--- config.mk ---
export PLATFORM = sky130hd
export DESIGN_NAME = seg_scan_decoder_flat
export DESIGN_NICKNAME = d
export VERILOG_FILES = /design/src/rtl/seg_scan_decoder_if.sv /design/src/rtl/seg_scan_decoder.sv /design/src/flat_wrapper.sv
export SDC_FILE = /design/constraint.sdc
export NUM_CORES = 1
export LEC_CHECK = 0
export ABC_AREA = 1
export BUFFER_PORTS_ARGS = -buffer_cell sky130_fd_sc_hd__buf_4
export CAP_MARGIN = 5
export CORE_MARGIN = 1
export CORE_UTILIZATION = 35
export CTS_CLUSTER_SIZE = 8
export DETAILED_ROUTE_END_ITERATION = 10
export PLACE_DENSITY = 0.54
export SYNTH_ARGS = -nofsm -noshare
export SYNTH_HDL_FRONTEND = slang
export SYNTH_SLANG_ARGS = --single-unit
--- constraint.sdc ---
create_clock -name clk -period 4.1 [get_ports clk]
set_input_delay 0.205 -clock clk [delete_from_list [all_inputs] [get_ports clk]]
set_output_delay 0.205 -clock clk [all_outputs]
set_load 0.01 [all_outputs]
--- src/rtl/seg_scan_decoder_if.sv ---
`timescale 1ns/1ps
`default_nettype none
// +--------------------------------------------------------------------------+
// | seg_scan_decoder_if : anode/segment scan bus and decoded-frame outputs    |
// | Rev 1.0                                                                   |
// +--------------------------------------------------------------------------+
interface seg_scan_decoder_if;
  logic [3:0]  i_anodes;
  logic [7:0]  i_segments;
  logic [15:0] o_data;
  logic [3:0]  o_bits;
  logic        o_bin;
  logic [3:0]  o_bad;
  logic [3:0]  o_dp;
  logic        o_valid;
  logic        o_an_err;

  modport master (
    output i_anodes, i_segments,
    input  o_data, o_bits, o_bin, o_bad, o_dp, o_valid, o_an_err
  );

  modport slave (
    input  i_anodes, i_segments,
    output o_data, o_bits, o_bin, o_bad, o_dp, o_valid, o_an_err
  );
endinterface
`default_nettype wire

--- src/rtl/seg_scan_decoder.sv ---
`timescale 1ns/1ps
`default_nettype none
// +--------------------------------------------------------------------------+
// | seg_scan_decoder : recovers 4-digit hex frames from a muxed 7-seg bus     |
// | Optional SEG_SCAN_DP_EN captures decimal points. Rev 1.0                  |
// +--------------------------------------------------------------------------+
module seg_scan_decoder #(
  parameter int STABLE_CYCLES = 64
) (
  input  logic               clk,
  input  logic               rst_n,
  seg_scan_decoder_if.slave  bus
);
  localparam int CW = $clog2(STABLE_CYCLES + 1);
  localparam logic [CW-1:0] c_cnt_max  = CW'(STABLE_CYCLES);
  localparam logic [CW-1:0] c_cnt_cap  = CW'(STABLE_CYCLES - 1);
  localparam logic [11:0]   c_pair_rst = {4'hF, 8'h00};

  logic [11:0]      w_in, r_pair;
  logic [CW-1:0]    r_stab_cnt;
  logic             w_same, w_capture, w_an_multi, w_frame_done;
  logic [3:0]       w_an_low, w_cap_oh, w_seen_nxt, r_seen;
  logic [3:0]       w_dec_hex;
  logic             w_dec_bad;
  logic [3:0][3:0]  r_dig, w_dig_nxt;
  logic [3:0]       r_bad, w_bad_nxt, w_bit, w_bin_ok;
  logic [15:0]      r_data;
  logic [3:0]       r_bits, r_bad_out;
  logic             r_bin, r_valid, r_an_err;

  assign w_in      = {bus.i_anodes, bus.i_segments};
  assign w_same    = (w_in == r_pair);
  // Fires once per stable period because the counter saturates past this value.
  assign w_capture = w_same && (r_stab_cnt == c_cnt_cap);
  assign w_an_low  = ~r_pair[11:8];
  assign w_cap_oh  = (w_capture && $onehot(w_an_low)) ? w_an_low : 4'b0000;
  assign w_an_multi   = w_capture && ($countones(w_an_low) > 1);
  assign w_seen_nxt   = r_seen | w_cap_oh;
  assign w_frame_done = (w_cap_oh != 4'b0000) && (w_seen_nxt == 4'hF);

  always_comb begin
    w_dec_hex = 4'h0;
    w_dec_bad = 1'b0;
    case ({r_pair[7:1], 1'b0})
      8'hFC: w_dec_hex = 4'h0;
      8'h60: w_dec_hex = 4'h1;
      8'hDA: w_dec_hex = 4'h2;
      8'hF2: w_dec_hex = 4'h3;
      8'h66: w_dec_hex = 4'h4;
      8'hB6: w_dec_hex = 4'h5;
      8'hBE: w_dec_hex = 4'h6;
      8'hE0: w_dec_hex = 4'h7;
      8'hFE: w_dec_hex = 4'h8;
      8'hF6: w_dec_hex = 4'h9;
      8'hEE: w_dec_hex = 4'hA;
      8'h3E: w_dec_hex = 4'hB;
      8'h9C: w_dec_hex = 4'hC;
      8'h7A: w_dec_hex = 4'hD;
      8'h9E: w_dec_hex = 4'hE;
      8'h8E: w_dec_hex = 4'hF;
      default: w_dec_bad = 1'b1;
    endcase
  end

  // Next-state view of each digit includes the capture on this edge, so a
  // completing frame reports the digit just captured.
  for (genvar n = 0; n < 4; n++) begin : g_digit
    assign w_dig_nxt[n] = w_cap_oh[n] ? w_dec_hex : r_dig[n];
    assign w_bad_nxt[n] = w_cap_oh[n] ? w_dec_bad : r_bad[n];
    assign w_bit[n]     = (w_dig_nxt[n] == 4'h1);
    assign w_bin_ok[n]  = (w_dig_nxt[n] <= 4'h1) && !w_bad_nxt[n];
  end

  always_ff @(posedge clk or negedge rst_n) begin
    if (!rst_n) begin
      r_pair     <= c_pair_rst;
      r_stab_cnt <= '0;
    end else begin
      r_pair <= w_in;
      if (!w_same)
        r_stab_cnt <= '0;
      else if (r_stab_cnt != c_cnt_max)
        r_stab_cnt <= r_stab_cnt + 1'b1;
    end
  end

  always_ff @(posedge clk or negedge rst_n) begin
    if (!rst_n) begin
      r_dig     <= '0;
      r_bad     <= '0;
      r_seen    <= '0;
      r_data    <= '0;
      r_bits    <= '0;
      r_bin     <= 1'b0;
      r_bad_out <= '0;
      r_valid   <= 1'b0;
      r_an_err  <= 1'b0;
    end else begin
      r_dig    <= w_dig_nxt;
      r_bad    <= w_bad_nxt;
      r_valid  <= w_frame_done;
      r_an_err <= w_an_multi;
      if (w_frame_done) begin
        r_seen    <= 4'b0000;
        r_data    <= w_dig_nxt;
        r_bits    <= w_bit;
        r_bin     <= &w_bin_ok;
        r_bad_out <= w_bad_nxt;
      end else begin
        r_seen <= w_seen_nxt;
      end
    end
  end

`ifdef SEG_SCAN_DP_EN
  logic [3:0] r_dp, w_dp_nxt, r_dp_out;

  for (genvar n = 0; n < 4; n++) begin : g_dp
    assign w_dp_nxt[n] = w_cap_oh[n] ? r_pair[0] : r_dp[n];
  end

  always_ff @(posedge clk or negedge rst_n) begin
    if (!rst_n) begin
      r_dp     <= '0;
      r_dp_out <= '0;
    end else begin
      r_dp <= w_dp_nxt;
      if (w_frame_done)
        r_dp_out <= w_dp_nxt;
    end
  end

  assign bus.o_dp = r_dp_out;
`else
  assign bus.o_dp = 4'b0000;
`endif

  assign bus.o_data   = r_data;
  assign bus.o_bits   = r_bits;
  assign bus.o_bin    = r_bin;
  assign bus.o_bad    = r_bad_out;
  assign bus.o_valid  = r_valid;
  assign bus.o_an_err = r_an_err;
endmodule
`default_nettype wire
--- src/flat_wrapper.sv ---
// flat-port wrapper written by rule: the top's interface ports become plain ports
module seg_scan_decoder_flat 
#(
  parameter int STABLE_CYCLES = 64
)
  (clk, rst_n, bus_i_anodes, bus_i_segments, bus_o_data, bus_o_bits, bus_o_bin, bus_o_bad, bus_o_dp, bus_o_valid, bus_o_an_err);
  seg_scan_decoder_if bus_i ();
  input  logic clk;
  input  logic rst_n;
  input wire logic [$bits(bus_i.i_anodes)-1:0] bus_i_anodes;
  input wire logic [$bits(bus_i.i_segments)-1:0] bus_i_segments;
  output wire logic [$bits(bus_i.o_data)-1:0] bus_o_data;
  output wire logic [$bits(bus_i.o_bits)-1:0] bus_o_bits;
  output wire logic [$bits(bus_i.o_bin)-1:0] bus_o_bin;
  output wire logic [$bits(bus_i.o_bad)-1:0] bus_o_bad;
  output wire logic [$bits(bus_i.o_dp)-1:0] bus_o_dp;
  output wire logic [$bits(bus_i.o_valid)-1:0] bus_o_valid;
  output wire logic [$bits(bus_i.o_an_err)-1:0] bus_o_an_err;
  assign bus_i.i_anodes = bus_i_anodes;
  assign bus_i.i_segments = bus_i_segments;
  assign bus_o_data = bus_i.o_data;
  assign bus_o_bits = bus_i.o_bits;
  assign bus_o_bin = bus_i.o_bin;
  assign bus_o_bad = bus_i.o_bad;
  assign bus_o_dp = bus_i.o_dp;
  assign bus_o_valid = bus_i.o_valid;
  assign bus_o_an_err = bus_i.o_an_err;
  seg_scan_decoder #(.STABLE_CYCLES(STABLE_CYCLES)) u_core (.clk(clk), .rst_n(rst_n), .bus(bus_i));
endmodule
==> flow_summary_export.csv <==
group,metric,value,unit
status,violations,"negative hold slack",
worst_setup_path,required,4.37,ns
pwr,switchingPower,0.348,mW
synth,syn_inst,439,
final_layout,n_antenna_cell,0,
placement,io_buffers,40,
worst_setup_path,path_max_fanout,24,
worst_setup_path,critPathLaunchType,"flip-flop",
detailed_routing,vias,2835,
synth,synth_area_leaders,"dfrtp_1, nand2_1, inv_1",
timing,layout_min_cycle_time,3.30,ns
clock_network,cts_root_buf,"clkbuf_8",
synth,syn-cell-area,0.00358,sq mm
clock_network,post_cts_resized,0,
global_route,grt_pass1_wl,13300,um
synth,ys_async_sr_fraction,100,%
timing,worst_slew_pin_slew,0.882,ns
clock_network,cts_tree,"yes",
timing,finalClockSkew,0.0130,ns
synth,ys_seq_elements,70,
global_route,grt_pass1_vias,2795,
clock_network,clk-insertion-delay-late,0.35,ns
detailed_routing,drc,0,
synth,synth_cell_types,37,
worst_setup_path,critPathKind,"reg -> reg",
synth,yosysTopAreaCellShare,46.1,%
placement,dp.cells,606,
detailed_routing,dr.pass1.iters,4,
synth,yosysTopAreaCell,"dfrtp_1",
timing,setup_total_negative_slack,0,ns
timing,whs,-0.0648,ns
die,io-pin-count,45,
global_route,grtUsageTotal,16.6,%
synth,synthTopCellsByCount,"nand2_1, dfrtp_1, inv_1, nor2_1, nand3_1",
global_route,grt_antenna_before_repair,0,
die,initial_core_util,36.3,%
die,core_area,0.00986,sq mm
final_layout,design_area,0.00428,sq mm
placement,place_congestion,0.855,
timing,finalHoldViolCount,48,
detailed_routing,drt_iter0_markers,60,
worst_setup_path,slowest_stage,"dfstp_2",
clock_network,clockBufferDepth,2,
status,status,"finished, violations left",
placement,hpwl,5470,um
pwr,power.total,1.30,mW
clock_network,path_clk_slew,0.08,ns
pwr,p_sw_share,26.8,%
worst_setup_path,critPathArrivalTime,3.57,ns
clock_network,h-tree-depth,3,
die,dieHeight,103,um
timing,slew_violations,0,
worst_setup_path,critPathCaptureType,"flip-flop",
synth,yosysMostFrequentCell,"nand2_1",
final_layout,syn_to_final_growth,19.4,%
worst_setup_path,critical_path.max_stage_delay,0.54,ns
synth,syn_area_per_cell,8.16,sq um
die,core.rowCount,36,
synth,seq_area_frac_synth,49.1,%
detailed_routing,wl_per_cell,12.0,um
final_layout,drive_gt1_share,18.8,%
detailed_routing,wirelength,7570,um
synth,synth_flop_cell,"dfrtp_1",
placement,dpl-instance-area,0.00399,sq mm
pwr,p_seq_share,54.5,%
pwr,internal_power,0.948,mW
pwr,ir_worst_vdd,108,uV
detailed_routing,drt.antenna.violating_nets,0,
worst_hold_path,min_path_type,"in -> async",
pwr,power.share.clock,37.5,%
timing,finalSetupViolCount,0,
timing,max_slew_margin,41.2,%
global_route,grt_max_degree,71,
die,dieWidth,103,um
timing,rsz0062_at_grt,"false",
final_layout,layout.nets,516,
synth,yosysWarnings,0,
timing,max_freq,303,MHz
final_layout,stdcell_count,633,
detailed_routing,via_per_inst,4.48,
global_route,grt_overflow,0,
clock_network,cts_sinks,70,
worst_setup_path,crit_chain,"inv_1 -> ha_1 -> ha_1 -> fa_1 -> nor2_1 -> nand2_1 -> clkinv_1 -> nand4_4 -> nand4_1 -> nand2_4 -> buf_4 -> nand2_1 -> o21ai_1",
die,die_area,0.0106,sq mm
pwr,p_leak,2.27,nW
pwr,pwr-share-comb,8.0,%
run,maxCapViolations,0,
pwr,p_per_area,303,mW/mm^2
synth,synth-edff-count,0,
timing,fin_crit_sh,80.6,%
clock_network,cts-buffers-inserted,9,
[critical path, delay by kind of cell (launching register included)]
family                   cells  cell delay [ns]
AO/OA/AOI/OAI                1             0.09
adder cells (fa/ha/maj)      3             1.01
buffers and inverters        3             0.67
flip-flops                   1             0.54
AND/OR/NAND/NOR              6             0.91
[sequential cells by signal, summed over array words and instances (netlist names)]
signal and count:
u_core.r_bad 4, u_core.bus.o_bad 4, u_core.bus.o_data 16, u_core.r_pair 12, u_core.r_stab_cnt 7, u_core.bus.o_valid 1, u_core.r_dig 16, u_core.r_seen 4
u_core.bus.o_an_err 1, u_core.bus.o_bits 4, u_core.bus.o_bin 1
[worst paths after layout]
kind,start,to,slack (ns),cells after the start
max,u_core.r_pair[10],u_core.bus.o_data[14],0.80,13
min,rst_n,u_core.r_pair[1],-0.06,1
max reg2reg,u_core.r_pair[10],u_core.bus.o_data[14],0.80,13
min reg2reg,u_core.r_dig[0],u_core.r_dig[0],0.48,2
max in group asynchronous,rst_n,u_core.bus.o_bad[2],3.55,1
min in group clk,u_core.r_dig[0],u_core.r_dig[0],0.48,2
[area by class of cell]
cell class	count	area, sq um
clock inverter	6	40.0
multi-input combinational	296	1510
tap	133	166
clock buffer	9	124
timing repair buffer	53	428
sequential	70	1760
inverter	66	253
fill	998	5590
[cell families (layout without fill, tap and decap cells)]
logic type / count (synthesis) / in the layout / synth area share, %
flip-flops: 70 / 70 / 49.1
other: 1 / 4 / 0.105
AO/OA/AOI/OAI: 37 / 37 / 5.70
buffers and inverters: 76 / 134 / 9.15
AND/OR/NAND/NOR: 242 / 242 / 31.8
XOR/XNOR: 7 / 7 / 1.92
adder cells (fa/ha/maj): 6 / 6 / 2.31
[cells in the final DEF, fill, tap and decap left out, types with 2 or more instances in the layout]
master         count
dlygate4sd3_1     12
nand4_4            2
clkinv_4           3
clkbuf_8           9
nor2_2             4
o21ai_0            5
inv_1             55
xnor2_1            4
nor2_1            32
nand2_1          149
dfrtp_1           66
xor2_1             2
nand3_1           30
dfstp_2            4
nand4_1            6
nand2_2            5
a21oi_1           10
nor2_4             3
inv_2              8
nor2_8             2
ha_1               5
clkinv_2           3
conb_1             4
buf_4             41
o21ai_1           16
clkinv_1           2
nand3_4            3
nor3_1             2
o21ai_2            3
[metrics by stage]
stage               setup WS [ns]  util (%)
finish                      0.796      43.3
global route                0.564      43.3
CTS                         0.779      43.3
detailed placement          0.797      40.5
global placement            0.894      40.5
floorplan                    1.14         -
[power by group through the flow]
stage                     Sequential [mW]  Combinational [mW]  Clock (mW)
after floorplan                     0.716              0.0627           0
after global placement              0.719              0.0953           0
after detailed placement            0.719              0.0966           0
after CTS                           0.706               0.106       0.505
after global routing                0.707               0.121       0.531
final                               0.706               0.104       0.486
[metal layers]
metal	vias to the layer above	wire [um]	GRT usage (%)
li1	1471	-	-
met1	1306	3800	22.4
met2	41	3370	25.8
met3	17	198	2.64
met4	0	205	8.78
met5	-	0	0
[timing repair]
| item | CTS | global route |
|---|---|---|
| setup endpoints to repair | 0 | 0 |
| setup buffers | 0 | 0 |
| hold buffers | 12 | 0 |
| endpoints found under the hold margin | 12 | 0 |
No activity file was read; power rests on OpenSTA's default activity.
